File: src/rtl/hazard_scoreboard_if.sv
// hazard_scoreboard_if: decode-stage handshake between the pipeline front end and the
// hazard controller.
//   instr_d  - instruction held in D
//   valid_d  - instr_d is a real instruction (0 = bubble)
//   stall    - hold PC and F/D, inject a bubble into E
//   issue    - D instruction advances to E on this edge
//   md_busy  - multiply/divide unit busy
// The master modport is the pipeline side; the slave modport is the controller.
interface hazard_scoreboard_if;
  logic [31:0] instr_d;
  logic        valid_d;
  logic        stall;
  logic        issue;
  logic        md_busy;

  modport master (
    output instr_d,
    output valid_d,
    input  stall,
    input  issue,
    input  md_busy
  );

  modport slave (
    input  instr_d,
    input  valid_d,
    output stall,
    output issue,
    output md_busy
  );
endinterface

File: src/rtl/hazard_scoreboard.sv
// hazard_scoreboard: decode-stage hazard controller for a MIPS pipeline.
// Classifies the D instruction, derives its sources (with Tuse) and destination (with Tnew),
// compares against a DEPTH-entry shift scoreboard of in-flight writers and a mult/div busy
// counter, and raises a combinational stall.
//   clk    - pipeline clock, rising edge
//   reset  - asynchronous, active-high
//   hz     - slave side of hazard_scoreboard_if (instr_d, valid_d in; stall, issue, md_busy out)
module hazard_scoreboard #(
  parameter int unsigned DEPTH    = 3,
  parameter int unsigned MULT_LAT = 5,
  parameter int unsigned DIV_LAT  = 10,
  parameter int unsigned CNT_W    = 4
) (
  input  logic                clk,
  input  logic                reset,
  hazard_scoreboard_if.slave  hz
);

  localparam logic [CNT_W-1:0] MultLat = CNT_W'(MULT_LAT);
  localparam logic [CNT_W-1:0] DivLat  = CNT_W'(DIV_LAT);

  typedef enum logic [3:0] {
    ClsNone, ClsCalcR, ClsCalcI, ClsLui, ClsLoad, ClsStore, ClsBranch,
    ClsJ, ClsJal, ClsJr, ClsMt, ClsMf, ClsMcalc
  } cls_e;

  typedef struct packed {
    logic       valid;
    logic [4:0] dst;
    logic [1:0] tnew;
  } entry_t;

  logic [5:0] op, fn;
  logic [4:0] rs, rt, rd;
  assign op = hz.instr_d[31:26];
  assign rs = hz.instr_d[25:21];
  assign rt = hz.instr_d[20:16];
  assign rd = hz.instr_d[15:11];
  assign fn = hz.instr_d[5:0];

  cls_e cls;
  logic is_div;

  always_comb begin
    cls    = ClsNone;
    is_div = 1'b0;
    case (op)
      6'h00: begin
        case (fn)
          6'h00, 6'h02, 6'h03, 6'h04, 6'h06, 6'h07,
          6'h20, 6'h21, 6'h22, 6'h23, 6'h24, 6'h25,
          6'h26, 6'h27, 6'h2a, 6'h2b:               cls = ClsCalcR;
          6'h08:                                    cls = ClsJr;
          6'h10, 6'h12:                             cls = ClsMf;
          6'h11, 6'h13:                             cls = ClsMt;
          6'h18, 6'h19:                             cls = ClsMcalc;
          6'h1a, 6'h1b: begin
            cls    = ClsMcalc;
            is_div = 1'b1;
          end
          default:                                  cls = ClsNone;
        endcase
      end
      6'h01, 6'h04, 6'h05, 6'h06, 6'h07:            cls = ClsBranch;
      6'h02:                                        cls = ClsJ;
      6'h03:                                        cls = ClsJal;
      6'h08, 6'h09, 6'h0a, 6'h0b, 6'h0c, 6'h0d,
      6'h0e:                                        cls = ClsCalcI;
      6'h0f:                                        cls = ClsLui;
      6'h1c:                                        cls = ClsMcalc;  // madd, mult latency
      6'h20, 6'h21, 6'h23, 6'h24, 6'h25:            cls = ClsLoad;
      6'h28, 6'h29, 6'h2b:                          cls = ClsStore;
      default:                                      cls = ClsNone;
    endcase
  end

  logic       use_rs, use_rt;
  logic [1:0] tuse_rs, tuse_rt;
  logic [4:0] dst;
  logic [1:0] tnew;

  always_comb begin
    use_rs  = 1'b0;
    use_rt  = 1'b0;
    tuse_rs = 2'd0;
    tuse_rt = 2'd0;
    dst     = 5'd0;
    tnew    = 2'd0;
    case (cls)
      ClsCalcR: begin
        dst     = rd;
        tnew    = 2'd1;
        // Immediate shifts (sll/srl/sra) read only rt.
        use_rs  = !(fn == 6'h00 || fn == 6'h02 || fn == 6'h03);
        use_rt  = 1'b1;
        tuse_rs = 2'd1;
        tuse_rt = 2'd1;
      end
      ClsCalcI: begin
        dst     = rt;
        tnew    = 2'd1;
        use_rs  = 1'b1;
        tuse_rs = 2'd1;
      end
      ClsLui: begin
        dst  = rt;
        tnew = 2'd1;
      end
      ClsLoad: begin
        dst     = rt;
        tnew    = 2'd2;
        use_rs  = 1'b1;
        tuse_rs = 2'd1;
      end
      ClsStore: begin
        use_rs  = 1'b1;
        use_rt  = 1'b1;
        tuse_rs = 2'd1;
        tuse_rt = 2'd2;
      end
      ClsBranch: begin
        use_rs = 1'b1;
        use_rt = 1'b1;
      end
      ClsJr:    use_rs = 1'b1;
      ClsJal:   dst = 5'd31;
      ClsMt: begin
        use_rs  = 1'b1;
        tuse_rs = 2'd1;
      end
      ClsMf: begin
        dst  = rd;
        tnew = 2'd1;
      end
      ClsMcalc: begin
        use_rs  = 1'b1;
        use_rt  = 1'b1;
        tuse_rs = 2'd1;
        tuse_rt = 2'd1;
      end
      default: ;
    endcase
  end

  entry_t           sb_q [DEPTH];
  entry_t           sb_d [DEPTH];
  logic [CNT_W-1:0] cnt_q, cnt_d;
  logic             reg_haz, md_haz;

  always_comb begin
    reg_haz = 1'b0;
    for (int unsigned i = 0; i < DEPTH; i++) begin
      if (sb_q[i].valid) begin
        if (use_rs && sb_q[i].dst == rs && sb_q[i].tnew > tuse_rs) reg_haz = 1'b1;
        if (use_rt && sb_q[i].dst == rt && sb_q[i].tnew > tuse_rt) reg_haz = 1'b1;
      end
    end
  end

  assign md_haz     = (cls == ClsMt || cls == ClsMf || cls == ClsMcalc) && (cnt_q != '0);
  assign hz.stall   = hz.valid_d & (reg_haz | md_haz);
  assign hz.issue   = hz.valid_d & ~hz.stall;
  assign hz.md_busy = (cnt_q != '0);

  always_comb begin
    // A $0 destination is recorded as an empty entry.
    sb_d[0] = '0;
    if (hz.issue && dst != 5'd0) begin
      sb_d[0].valid = 1'b1;
      sb_d[0].dst   = dst;
      sb_d[0].tnew  = tnew;
    end
    for (int unsigned i = 1; i < DEPTH; i++) begin
      sb_d[i]      = sb_q[i-1];
      sb_d[i].tnew = (sb_q[i-1].tnew != 2'd0) ? sb_q[i-1].tnew - 2'd1 : 2'd0;
    end
  end

  always_comb begin
    cnt_d = cnt_q;
    if (hz.issue && cls == ClsMcalc) begin
      cnt_d = is_div ? DivLat : MultLat;
    end else if (cnt_q != '0) begin
      cnt_d = cnt_q - 1'b1;
    end
  end

  always_ff @(posedge clk or posedge reset) begin
    if (reset) begin
      for (int unsigned i = 0; i < DEPTH; i++) sb_q[i] <= '0;
      cnt_q <= '0;
    end else begin
      for (int unsigned i = 0; i < DEPTH; i++) sb_q[i] <= sb_d[i];
      cnt_q <= cnt_d;
    end
  end

endmodule

File: src/flat_wrapper.sv
// flat-port wrapper written by rule: the top's interface ports become plain ports
module hazard_scoreboard_flat 
#(
  parameter int unsigned DEPTH    = 3,
  parameter int unsigned MULT_LAT = 5,
  parameter int unsigned DIV_LAT  = 10,
  parameter int unsigned CNT_W    = 4
)
  (clk, reset, hz_instr_d, hz_valid_d, hz_stall, hz_issue, hz_md_busy);
  hazard_scoreboard_if hz_i ();
  input  logic clk;
  input  logic reset;
  input wire logic [$bits(hz_i.instr_d)-1:0] hz_instr_d;
  input wire logic [$bits(hz_i.valid_d)-1:0] hz_valid_d;
  output wire logic [$bits(hz_i.stall)-1:0] hz_stall;
  output wire logic [$bits(hz_i.issue)-1:0] hz_issue;
  output wire logic [$bits(hz_i.md_busy)-1:0] hz_md_busy;
  assign hz_i.instr_d = hz_instr_d;
  assign hz_i.valid_d = hz_valid_d;
  assign hz_stall = hz_i.stall;
  assign hz_issue = hz_i.issue;
  assign hz_md_busy = hz_i.md_busy;
  hazard_scoreboard #(.DEPTH(DEPTH), .MULT_LAT(MULT_LAT), .DIV_LAT(DIV_LAT), .CNT_W(CNT_W)) u_core (.clk(clk), .reset(reset), .hz(hz_i));
endmodule
File: config.mk
export PLATFORM = sky130hd
export DESIGN_NAME = hazard_scoreboard_flat
export DESIGN_NICKNAME = d
export VERILOG_FILES = /design/src/rtl/hazard_scoreboard_if.sv /design/src/rtl/hazard_scoreboard.sv /design/src/flat_wrapper.sv
export SDC_FILE = /design/constraint.sdc
export NUM_CORES = 1
export LEC_CHECK = 0
export BUFFER_PORTS_ARGS = -buffer_cell sky130_fd_sc_hd__buf_2
export CORE_ASPECT_RATIO = 1.1
export CORE_UTILIZATION = 50
export CTS_CLUSTER_DIAMETER = 200
export DETAILED_ROUTE_END_ITERATION = 7
export PLACE_DENSITY = 0.75
export SLEW_MARGIN = 15
export SYNTH_ARGS = -nofsm -noshare
export SYNTH_HDL_FRONTEND = slang
export SYNTH_SLANG_ARGS = --single-unit
File: constraint.sdc
create_clock -name clk -period 3.79 [get_ports clk]
set_clock_uncertainty 0.05 [all_clocks]
set_input_delay 0.379 -clock clk [delete_from_list [all_inputs] [get_ports clk]]
set_output_delay 0.379 -clock clk [all_outputs]
set_load 0.02 [all_outputs]
# Word level (Yosys, flattened, before mapping)
# Cells that the tools add are included.
# classes
reduce_logical,43
mux,25
bitwise_logic,4
add_sub_neg,3
magnitude_cmp,6
n_eq_ne,65
# op_table
operator,count
$eq A6 B6 Y1 const B,18
$eq A6 B4 Y1 const B,9
$eq A6 B5 Y1 const B,9
$eq A6 B3 Y1 const B,7
$pmux W4 S9,1
$eq A5 B5 Y1,6
$eq A6 B2 Y1 const B,4
$eq A4 B4 Y1 const B,5
$pmux W4 S5,1
$reduce_or A16 Y1,1
$logic_and A1 B1 Y1,15
$pmux W5 S3,1
$reduce_or A7 Y1,2
$mux W1,13
$eq A4 B3 Y1 const B,3
$logic_not A6 Y1,2
$mux W4,3
$reduce_or A4 Y1,3
$reduce_or A2 Y1,5
$reduce_or A5 Y1,2
$eq A4 B2 Y1 const B,2
$mux W8,1
$pmux W2 S2,2
$eq A6 B1 Y1 const B,1
17 further kinds,30
# word_totals
output_inout_bits,3
ff_bits,28
word_cells,156
input_bits,35

# Longest topological paths before layout
# Gate-level depths: netlist of run 1.
# logic_depth
depth_word,24
depth_mapped,18
ltp_nobuf,16

# Worst setup path before layout of run 1
# Ideal clock, no wire load.
# synth_timing
kind,input -> output
from,in hz_instr_d[28]
to,out hz_issue
required_time_ns,3.361
slack_ns,0.087
cell_stages,17
n_path_buf,2
arrival_ns,3.274
cell_sequence,buf_2 > and2_1 > or4_4 > a21oi_4 > nor2_1 > o221ai_1 > ha_1 > nor2_1 > o21ai_0 > nor3_1 > nor3_1 > a31oi_1 > a22oi_1 > nand2_1 > or3_1 > buf_6 > inv_1
# synth_between
elab_chain_len,21
word_cells_on_any_way,81
classes_between,order compare (6); eq/ne (33); mux (14); bitwise (4); reduce/logical (24)
# synth_lines
item,line,rtl
start: declaration,flat_wrapper.sv:13,input wire logic [$bits(hz_i.instr_d)-1:0] hz_instr_d;
$eq A6 B4 Y1 (tied with other cells),hazard_scoreboard.sv:47,case (op)
$reduce_or A7 Y1 (tied with other cells),hazard_scoreboard.sv:47,
$pmux W4 S9 *,hazard_scoreboard.sv:47,
$eq A4 B3 Y1 (tied with other cells),hazard_scoreboard.sv:89,case (cls)
$reduce_or A6 Y1 (no line) or $reduce_or A7 Y1 (tied branches),n/a,
$mux W1 or $pmux W1 S2 (tied branches),hazard_scoreboard.sv:89,
$gt A2 B1 Y1 or $logic_and A1 B1 Y1 (tied branches),hazard_scoreboard.sv:154,if (use_rs && sb_q[i].dst == rs && sb_q[i].tnew > tuse_rs) reg_haz = 1'b1;
$logic_and A1 B1 Y1,hazard_scoreboard.sv:154,
[... 5 more ...],n/a,
$mux W1,hazard_scoreboard.sv:153,if (sb_q[i].valid) begin
$mux W1,hazard_scoreboard.sv:154,
$mux W1,hazard_scoreboard.sv:155,if (use_rt && sb_q[i].dst == rt && sb_q[i].tnew > tuse_rt) reg_haz = 1'b1;
$mux W1,hazard_scoreboard.sv:153,
$or A1 B1 Y1 *,hazard_scoreboard.sv:161,assign hz.stall = hz.valid_d & (reg_haz | md_haz);
$and A1 B1 Y1 *,hazard_scoreboard.sv:161,
$not A1 Y1 *,hazard_scoreboard.sv:162,assign hz.issue = hz.valid_d & ~hz.stall;
$and A1 B1 Y1 *,hazard_scoreboard.sv:162,
end: declaration,flat_wrapper.sv:16,output wire logic [$bits(hz_i.issue)-1:0] hz_issue;
# Mark *: on every way between the ends. The rest lies on a longest branch, timed or not.

# Worst setup path in the final report of run 1
# Same ends and word-level chain as after synthesis.

==> results of run 1 <==
==> cells in the final DEF, fill, tap and decap left out, types with 3 or more instances in the layout <==
cell type / n
nor4_1: 4
nor3_1: 4
nand3_1: 5
dfrtp_1: 28
nor2b_1: 9
a221oi_1: 5
buf_2: 26
nor2_1: 18
nor3_2: 5
buf_4: 35
xnor2_1: 17
ha_4: 3
nand2b_1: 5
clkbuf_8: 3
nor4_4: 3
nand2_1: 6
a311oi_1: 3
buf_6: 6
a21oi_1: 10
xor2_1: 16
nand4_1: 7
inv_1: 7
ha_1: 5
o21ai_0: 6
o21a_1: 4
==> power groups by stage <==
stage	Combinational (W)	Clock (W)	Sequential, W
after floorplan	0.000182	0	0.000352
after global placement	0.000250	0	0.000357
after detailed placement	0.000258	0	0.000357
after CTS	0.000260	0.000238	0.000353
after global routing	0.000328	0.000247	0.000356
final	0.000291	0.000237	0.000353
==> cell families after synthesis <==
group                    count (synthesis)  share of synthesized area, %
buffers and inverters                   18                          4.74
AND/OR/NAND/NOR                         93                          26.7
multiplexers                             3                          1.46
flip-flops                              28                          32.7
AO/OA/AOI/OAI                           50                          16.2
XOR/XNOR                                33                          13.5
adder cells (fa/ha/maj)                  8                          4.68
==> cell usage after synthesis (2+ instances only) <==
| master | number |
|---|---|
| dfrtp_1 | 28 |
| nor2_1 | 21 |
| xnor2_1 | 17 |
| xor2_1 | 16 |
| a21oi_1 | 12 |
| nor2b_1 | 10 |
| inv_1 | 9 |
| o21ai_0 | 9 |
| ha_1 | 8 |
| nand2_1 | 8 |
| nand4_1 | 7 |
| nor3_1 | 7 |
| a221oi_1 | 6 |
| nand3_1 | 6 |
| nor4_1 | 6 |
| nand2b_1 | 5 |
| buf_6 | 4 |
| o21a_1 | 4 |
| a311oi_1 | 3 |
| and2_1 | 3 |
| and3_1 | 3 |
| buf_2 | 3 |
| o221ai_1 | 3 |
| o22ai_1 | 3 |
| a21o_1 | 2 |
| clkbuf_1 | 2 |
| mux2i_1 | 2 |
| nor3_2 | 2 |
| nor4_4 | 2 |
| or3_1 | 2 |
| or4_1 | 2 |
==> repair_timing <==
| action | in CTS | in global routing |
|---|---|---|
| gates resized for setup | 4 | 55 |
| pin swaps | 6 | 23 |
| hold buffers | 0 | 0 |
| endpoints found under the setup margin | 1 | 2 |
| cloned | 0 | 1 |
| setup buffers | 1 | 5 |
==> flip-flops by register name (all words and copies together), names as in the netlist <==
name          count
u_core.cnt_q      4
u_core.sb_d      12
u_core.sb_q      12
==> per-layer routing <==
| layer | vias up | wire [um] | track usage [%] |
|---|---|---|---|
| met5 | - | 0 | 0 |
| met4 | 0 | 80 | 8.89 |
| met3 | 8 | 108 | 2.42 |
| met2 | 33 | 2860 | 44.0 |
| met1 | 943 | 2290 | 29.5 |
| li1 | 986 | - | - |
==> worst max-delay path, stage by stage <==
cell and delay, ns:
buf_12 0.11, and2_4 0.15, or4_4 0.54, a21oi_4 0.17, nor2_4 0.07, o221ai_4 0.27, ha_4 0.18, nor2_1 0.04
o21ai_1 0.15, nor3_2 0.07, nor3_2 0.23, a31oi_1 0.09, a22oi_2 0.22, nand2_1 0.10, or3_4 0.40, inv_2 0.07
buf_6 0.11
==> stage by stage <==
step,instance area [um2],hold WS [ns],TNS [ns],cells
final,2900,0.140,0,350
after floorplan,2140,0.323,0,233
after global placement,2540,0.333,-0.0701,340
after CTS,2630,0.318,0,345
after global routing,2900,0.202,-0.203,350
after detailed placement,2540,0.348,-0.0858,340
==> how the worst max path moves through the flow <==
stage | cells after the start | slack, ns | endpoint | from
4_1_cts | 18 | 0.009 | hz_issue | hz_instr_d[29]
5_1_grt | 17 | -0.14 | hz_issue | hz_instr_d[28]
6_report | 17 | 0.01 | hz_issue | hz_instr_d[28]
2_1_floorplan | 17 | 0.09 | hz_issue | hz_instr_d[28]
3_5_place_dp | 18 | -0.09 | hz_issue | hz_instr_d[31]
3_3_place_gp | 18 | -0.07 | hz_issue | hz_instr_d[31]
==> layout make-up <==
class                   instances  area, um2
inverters                       9       33.8
flip-flops and latches         28        701
multi-input cells             187       1510
repair buffers                 70        520
clock buffers                   3       41.3
clock inverters                 1       30.0
fillers                       315       1120
well taps                      52       65.1
==> flow_summary.json, run 1 <==
{
  "status": "finished clean",
  "timing.final.crit_period_ns": 3.78,
  "ys.flop_type": "dfrtp_1",
  "cts_sinks": 28,
  "max_clock_freq_mhz": 265,
  "cp-start-kind": "input pin",
  "wl_per_cell_um": 15.2,
  "synth_area_leaders": "dfrtp_1 (33%), xnor2_1 (7.0%), xor2_1 (6.5%)",
  "gp_congestion": 0.861,
  "dp_hpwl_mm": 4.01,
  "clock_latency_ns": 0.28,
  "worstReg2RegStart": "u_core.sb_q[16]$_DFF_PP0_",
  "grt_usage_pct": 24.3,
  "maxCapViolCount": 0,
  "dr.pass1.iters": 5,
  "ant_nets": 0,
  "drive_gt1_share_pct": 37.9,
  "cts_max_level": 1,
  "synth-seq-cells": 28,
  "io_buffers": 32,
  "swShare_pct": 30.3,
  "fp.dieH_um": 70.6,
  "p_seq_share_pct": 40.0,
  "synth_top_area_share_pct": 32.7,
  "r2r_cells": 12,
  "drc": 0,
  "cts_buffers": 3,
  "vdd.ir_drop.worst_uv": 249,
  "fin_util_pct": 72.1,
  "cts_buffer_depth": 2,
  "total_power_w": 0.000881,
  "area_growth_pct": 35.7,
  "io_pins": 38,
  "grt_pass1_wl_mm": 8.56,
  "rsz0062_at_grt": "yes",
  "viasPerCell": 5.63,
  "post-place-ws_ns": -0.0858,
  "setup_viol": 0,
  "cts-root-buf": "clkbuf_8",
  "fin_crit_sh_pct": 99.6,
  "ys_types": 49,
  "syn-cell-area_um2": 2140,
  "slew-limit-headroom_pct": 34.2,
  "ff2ff_setup_slack_ns": 1.27,
  "antenna_found_initial": 0,
  "p_leak_nw": 1.24,
  "initial_core_util_pct": 53.2,
  "power_density_nw_per_um2": 303,
  "ys_seq_area_share_pct": 32.7,
  "vias": 1970,
  "final_nets": 342,
  "crit_arrival_ns": 3.35,
  "rr_endpoint": "u_core.sb_q[17]$_DFF_PP0_",
  "crit_path_max_fanout": 7,
  "grt_pass1_vias": 1975,
  "holdCritPathClass": "in -> async",
  "critical_path_class": "in -> out",
  "yosys_warnings": 0,
  "avgSynthCellArea_um2": 9.18,
  "diodes": 0,
  "core_region_area_um2": 4020,
  "dieArea_um2": 4540,
  "slew_violations": 0,
  "synth_edf_count": 0,
  "grt_max_degree": 29,
  "placementRows": 24,
  "drt_iter0_markers": 92,
  "synth_nets": 276,
  "yosysTopAreaCell": "dfrtp_1",
  "worst_pin_slew_ns": 0.981,
  "combPwrFrac_pct": 33.0,
  "p_sw_w": 0.000266,
  "p_int_w": 0.000614,
  "drt_wl_total_mm": 5.34,
  "synth_cells": 233,
  "cp.required_ns": 3.36,
  "clk_pin_slew_ns": 0.09,
  "cts_tree": "built",
  "worst_slack_ns": 0.0145,
  "dieWidth_um": 64.4,
  "async_reset_ff_share_pct": 100,
  "clock_power_share_pct": 26.9,
  "setup.worst_path.end_class": "output pin",
  "hold_viol": 0,
  "grt.overflow.total": 0
}
(Power assumes the default switching activity.)
==> run 2: changes to the inputs <==
- ABC_AREA: default -> 1
==> run 2 against run 1 <==
First-iteration DRC count decreased by 9.8%. Synthesized area rose by 5.8%. Critical endpoint is now hz_stall. Critical path type unchanged. Sequential cell count unchanged. Worst hold slack improved by 0.015 ns. Die area up 5.7%. Largest power group unchanged. Fmax rose by 9.3%. Via count grew 2.0%. Count of clock-buffer cells in the layout did not move.
==> flow_summary.json, run 2 <==
{
  "power_density_nw_per_um2": 339,
  "final_cell_mix": "nand2_1 (52), inv_1 (35), buf_2 (32)",
  "synth_edf_count": 0,
  "cts-root-buf": "clkbuf_8",
  "drc": 0,
  "setup.worst_path.end_class": "output pin",
  "postCtsHoldBufs": 0,
  "crit_arrival_ns": 3.03,
  "fill_cells": 406,
  "avgSynthCellArea_um2": 7.63,
  "cts_tree": "built",
  "dr.pass1.iters": 4,
  "synth_most_common_cell": "nand2_1",
  "fp.dieH_um": 72.6,
  "cts_buffer_depth": 2,
  "status": "finished clean",
  "yosysTopAreaCell": "dfrtp_1",
  "max_clock_freq_mhz": 289,
  "io_buffers": 32,
  "holdCritPathClass": "in -> async",
  "p_int_w": 0.000591,
  "p_sw_w": 0.000289,
  "antenna_found_initial": 0,
  "synth-seq-cells": 28,
  "grt_max_degree": 29,
  "cp.required_ns": 3.36,
  "async_reset_ff_share_pct": 100,
  "ys_seq_area_share_pct": 30.9,
  "cp-start-kind": "input pin",
  "drt_wl_total_mm": 4.80,
  "ant_nets": 0,
  "post-place-ws_ns": 0.271,
  "crit_slowest_cell": "ha_1",
  "swShare_pct": 32.8,
  "grt_usage_pct": 22.2,
  "grt_pass1_wl_mm": 8.17,
  "synth_nets": 340,
  "placementRows": 25,
  "combPwrFrac_pct": 31.7,
  "clock_latency_ns": 0.28,
  "dieWidth_um": 66.2,
  "grt.overflow.total": 0,
  "synth_top_area_share_pct": 30.9,
  "grt_pass1_vias": 1910,
  "area_growth_pct": 14.5,
  "synth_cells": 297,
  "drive_gt1_share_pct": 27.8,
  "final_nets": 378,
  "dp_hpwl_mm": 3.90,
  "clock_power_share_pct": 27.3,
  "crit_path_max_fanout": 8,
  "p_leak_nw": 1.43,
  "timing.final.crit_period_ns": 3.45,
  "yosys_warnings": 0,
  "core_region_area_um2": 4320,
  "slew_violations": 0,
  "gp_congestion": 0.795,
  "rsz0062_at_grt": "no",
  "maxCapViolCount": 0,
  "vdd.ir_drop.worst_uv": 232,
  "hold_viol": 0,
  "drt_iter0_markers": 83,
  "ys_types": 34,
  "hold_ws_ns": 0.155,
  "vias": 2009,
  "io_pins": 38,
  "cp.buffers_inverters": 4,
  "worst_pin_slew_ns": 1.05,
  "initial_core_util_pct": 52.5,
  "slew-limit-headroom_pct": 29.8,
  "worst_slack_ns": 0.335,
  "cpPeakStageDelay_ns": 0.35,
  "p_seq_share_pct": 40.9,
  "synth_area_leaders": "dfrtp_1 (31%), nand2_1 (8.8%), xor2_1 (8.5%)",
  "diodes": 0,
  "setup_viol": 0,
  "cts_buffers": 3,
  "path_delay_family": "simple AND/OR/NAND/NOR gates",
  "cts_max_level": 1,
  "fin_util_pct": 60.1,
  "cts_sinks": 28,
  "viasPerCell": 5.18,
  "fin_crit_sh_pct": 91.1,
  "layout_commonest_cell": "nand2_1",
  "wl_per_cell_um": 12.4,
  "ys.flop_type": "dfrtp_1",
  "clk_pin_slew_ns": 0.10,
  "worstPathCellList": "buf_2 > nor2_4 > nand3_4 > nor2_4 > nand3_2 > nand3_2 > inv_2 > nand3_4 > nand4_1 > ha_1 > nor2_1 > o21ai_0 > nor3_1 > nand3_1 > nand2_1 > nand2_2 > nand2_2 > o21ai_1 > inv_1 > buf_2",
  "syn-cell-area_um2": 2260,
  "dieArea_um2": 4800,
  "synth_common_cells": "nand2_1 (53), inv_1 (36), nor2_1 (31), dfrtp_1 (28), xor2_1 (22)",
  "tns_ns": 0,
  "critical_path_class": "in -> out"
}
-- run 2: path summary, 6_finish.rpt --
check | startpoint | end | slack (ns) | cells after the start
max | hz_instr_d[31] | hz_stall | 0.34 | 20
min | reset | u_core.sb_d[13]$_DFF_PP0_ | 0.16 | 2
max reg2reg | u_core.sb_q[8]$_DFF_PP0_ | u_core.cnt_q[1]$_DFFE_PP0P_ | 1.79 | 14
min reg2reg | u_core.sb_d[7]$_DFF_PP0_ | u_core.sb_q[7]$_DFF_PP0_ | 0.36 | 0
max in group asynchronous | reset | u_core.sb_q[6]$_DFF_PP0_ | 3.06 | 2
min in group clk | hz_instr_d[12] | u_core.sb_d[11]$_DFF_PP0_ | 0.34 | 3
-- run 2: logic make-up after synthesis --
group / share of synthesized area (%)
AND/OR/NAND/NOR: 39.1
AO/OA/AOI/OAI: 6.80
XOR/XNOR: 10.8
buffers and inverters: 7.96
flip-flops: 30.9
adder cells (fa/ha/maj): 4.42
-- run 2: metal layers --
layer  up-vias  GRT usage, %  routed length [um]
met5         -             0                   0
met4         0          7.09                  66
met3         5          2.03                 118
met2        38          40.1                2490
met1       931          27.6                2120
li1       1035             -                   -
-- run 2: area by class of cell --
class,instances,area [um2],share of cell area [%]
clock buffer,3,41.3,1.59
clock inverter,1,30.0,1.16
inverter,48,180,6.95
multi-input combinational,221,1410,54.2
sequential,28,701,27.0
tap,54,67.6,2.61
timing repair buffer,33,168,6.47
-- run 2: power groups by stage --
stage | clock, W | combinational (W) | sequential [W]
CTS | 0.000246 | 0.000279 | 0.000360
finish | 0.000240 | 0.000279 | 0.000360
global placement | 0 | 0.000265 | 0.000364
detailed placement | 0 | 0.000279 | 0.000365
global route | 0.000252 | 0.000318 | 0.000365
floorplan | 0 | 0.000208 | 0.000358
-- run 2: what timing repair did --
action                                  4_1_cts  5_1_grt
endpoints found under the setup margin        0        1
buffers inserted                              0        1
gates resized for setup                       0        6
-- run 2: stage by stage --
stage | area [um2] | std cells | power, W
after detailed placement | 2490 | 383 | 0.000644
final | 2590 | 388 | 0.000879
after global routing | 2590 | 388 | 0.000935
after CTS | 2560 | 387 | 0.000885
after floorplan | 2260 | 297 | 0.000566
after global placement | 2490 | 383 | 0.000629
-- run 2: worst register-to-register path: stages, from the launching register on --
cell and delay [ns]:
dfrtp_1 0.39, inv_1 0.07, ha_1 0.28, nor2_1 0.10
nor2_1 0.06, nor4_2 0.27, nand3_1 0.12, nand2_2 0.09
nand2_2 0.07, nand2_2 0.10, nor2_4 0.05, nand3_2 0.10
nand2_1 0.06, nand2_1 0.05, nand2_1 0.05
==> run 3: changes to the inputs <==
- CELL_PAD_IN_SITES_DETAIL_PLACEMENT: default -> 0
- CELL_PAD_IN_SITES_GLOBAL_PLACEMENT: default -> 1
- CORE_UTILIZATION: 50 -> 37
- PLACE_DENSITY: 0.75 -> default
- PLACE_DENSITY_LB_ADDON: default -> 0.1
==> run 3 against run 2 <==
Cell area up 2.6%. Sequential cell count unchanged. Sequential share of layout area down 0.67 points. Count of clock-buffer cells in the layout unchanged. Register-to-register slack about the same. Setup slack worse by 0.016 ns. Global-route usage down 5.2 points. First-iteration DRC count down 27%. Non-clock buffer count up 4. Largest cell class unchanged. Highest routed layer unchanged.
==> flow_summary.json, run 3 (synthesis gave the netlist of run 2 again) <==
{
  "status": "finished clean",
  "grt_pass1_vias": 1970,
  "regArea_um2": 701,
  "gp_congestion": 0.839,
  "fin_util_pct": 45.5,
  "layout_commonest_cell": "nand2_1",
  "max_clock_freq_mhz": 288,
  "fin_crit_sh_pct": 91.6,
  "total_power_w": 0.000881,
  "hold_viol": 0,
  "ant_nets": 0,
  "tns_ns": 0,
  "drc": 0,
  "vias": 1937,
  "viasPerCell": 4.67,
  "power_density_nw_per_um2": 331,
  "crit_path_max_fanout": 6,
  "wl_per_cell_um": 12.2,
  "io_pins": 38,
  "clk_pin_slew_ns": 0.10,
  "antenna_found_initial": 0,
  "grt_pass1_wl_mm": 8.68,
  "cts-root-buf": "clkbuf_8",
  "slew_violations": 0,
  "p_leak_nw": 1.45,
  "crit_arrival_ns": 3.04,
  "multi_input_area_um2": 1410,
  "drt_wl_total_mm": 5.05,
  "maxCapViolCount": 0,
  "setup_viol": 0,
  "fill_cells": 616,
  "cts_buffer_depth": 2,
  "postCtsHoldBufs": 0,
  "worst_pin_slew_ns": 1.02,
  "rsz0062_at_grt": "no",
  "worstPathCellList": "buf_2 > nor2_4 > nand3_4 > nor2_4 > nand3_2 > nand3_2 > inv_2 > nand3_4 > nand4_1 > buf_4 > ha_1 > nor2_1 > o21ai_1 > nor3_2 > nand3_1 > nand2_1 > nand2_2 > nand2_2 > o21ai_0 > inv_1 > buf_4",
  "crit_slowest_cell": "ha_1",
  "cts_buffers": 3,
  "cp.required_ns": 3.36,
  "drt_iter0_markers": 61,
  "cpPeakStageDelay_ns": 0.26,
  "final_cell_mix": "nand2_1 (52), inv_1 (35), nor2_1 (31), buf_2 (31), dfrtp_1 (28)",
  "grt_max_degree": 29,
  "cts_tree": "built",
  "timing.final.crit_period_ns": 3.47,
  "cts_sinks": 28,
  "path_delay_family": "simple AND/OR/NAND/NOR gates",
  "cts_max_level": 1,
  "holdCritPathClass": "in -> async",
  "io_buffers": 32,
  "cp-start-kind": "input pin",
  "initial_core_util_pct": 38.8,
  "area_growth_pct": 17.4,
  "vdd.ir_drop.worst_uv": 248,
  "final_nets": 382,
  "grt_usage_pct": 17.0,
  "hold_ws_ns": 0.149,
  "setup.worst_path.end_class": "output pin",
  "core_region_area_um2": 5840,
  "grt.overflow.total": 0,
  "placedCellCount": 407,
  "placementRows": 29,
  "dp_hpwl_mm": 4.21,
  "cp.buffers_inverters": 5,
  "dieArea_um2": 6440,
  "drive_gt1_share_pct": 29.0,
  "critical_path_class": "in -> out",
  "fp.dieH_um": 84.1,
  "slew-limit-headroom_pct": 31.4,
  "clock_latency_ns": 0.28,
  "dieWidth_um": 76.6,
  "final_cells": 415,
  "dr.pass1.iters": 4,
  "diodes": 0
}
==> run 3: cell types whose count changed in the layout (fill, tap and decap cells not counted) <==
cell	delta
buf_2	-1
nor3_1	-1
nor3_2	+1
buf_4	+5
==> run 3: final cells by class <==
| type | instances | share of cell area [%] |
|---|---|---|
| clock buffers | 3 | 1.55 |
| multi-input cells | 221 | 53.0 |
| well taps | 77 | 3.62 |
| flip-flops and latches | 28 | 26.4 |
| repair buffers | 37 | 7.53 |
| clock inverters | 1 | 1.13 |
| inverters | 48 | 6.78 |
==> run 3: worst paths after layout <==
| path | depth (start not counted) | from | slack, ns | to |
|---|---|---|---|---|
| max reg2reg | 14 | u_core.sb_q[16]$_DFF_PP0_ | 1.78 | u_core.cnt_q[1]$_DFFE_PP0P_ |
| max | 21 | hz_instr_d[30] | 0.32 | hz_stall |
| min reg2reg | 0 | u_core.sb_d[7]$_DFF_PP0_ | 0.36 | u_core.sb_q[7]$_DFF_PP0_ |
| min | 2 | reset | 0.15 | u_core.cnt_q[2]$_DFFE_PP0P_ |
| max in group asynchronous | 2 | reset | 3.07 | u_core.sb_d[5]$_DFF_PP0_ |
| min in group clk | 3 | hz_instr_d[11] | 0.34 | u_core.sb_d[10]$_DFF_PP0_ |
==> run 3: metal layers <==
layer	global-route usage [%]	up-vias	routed length [um]
met4	4.20	0	53
met1	20.2	867	2320
met2	32.4	25	2590
met3	1.75	4	82
li1	-	1041	-
met5	0	-	0
==> run 3: through the flow <==
stage | setup WS, ns | area [um2]
floorplan | 0.864 | 2260
global placement | 0.214 | 2530
detailed placement | 0.173 | 2530
CTS | 0.166 | 2600
global route | 0.0339 | 2660
finish | 0.319 | 2660
==> run 3: worst reg2reg max path, delay by kind of cell (launching register included) <==
| kind | cells | cell delay (ns) |
|---|---|---|
| AO/OA/AOI/OAI | 1 | 0.16 |
| flip-flops | 1 | 0.41 |
| adder cells (fa/ha/maj) | 1 | 0.28 |
| AND/OR/NAND/NOR | 11 | 0.95 |
| buffers and inverters | 1 | 0.06 |
==> run 3: report_power, final <==
part           total [W]  internal (W)  switching [W]
combinational   0.000284      0.000119       0.000165
sequential      0.000359      0.000333      0.0000266
clock           0.000238      0.000142      0.0000962
==> run 3: timing repair <==
| item | in CTS | in global routing |
|---|---|---|
| setup buffers | 0 | 4 |
| gates resized for setup | 0 | 8 |
| setup endpoints to repair | 0 | 2 |
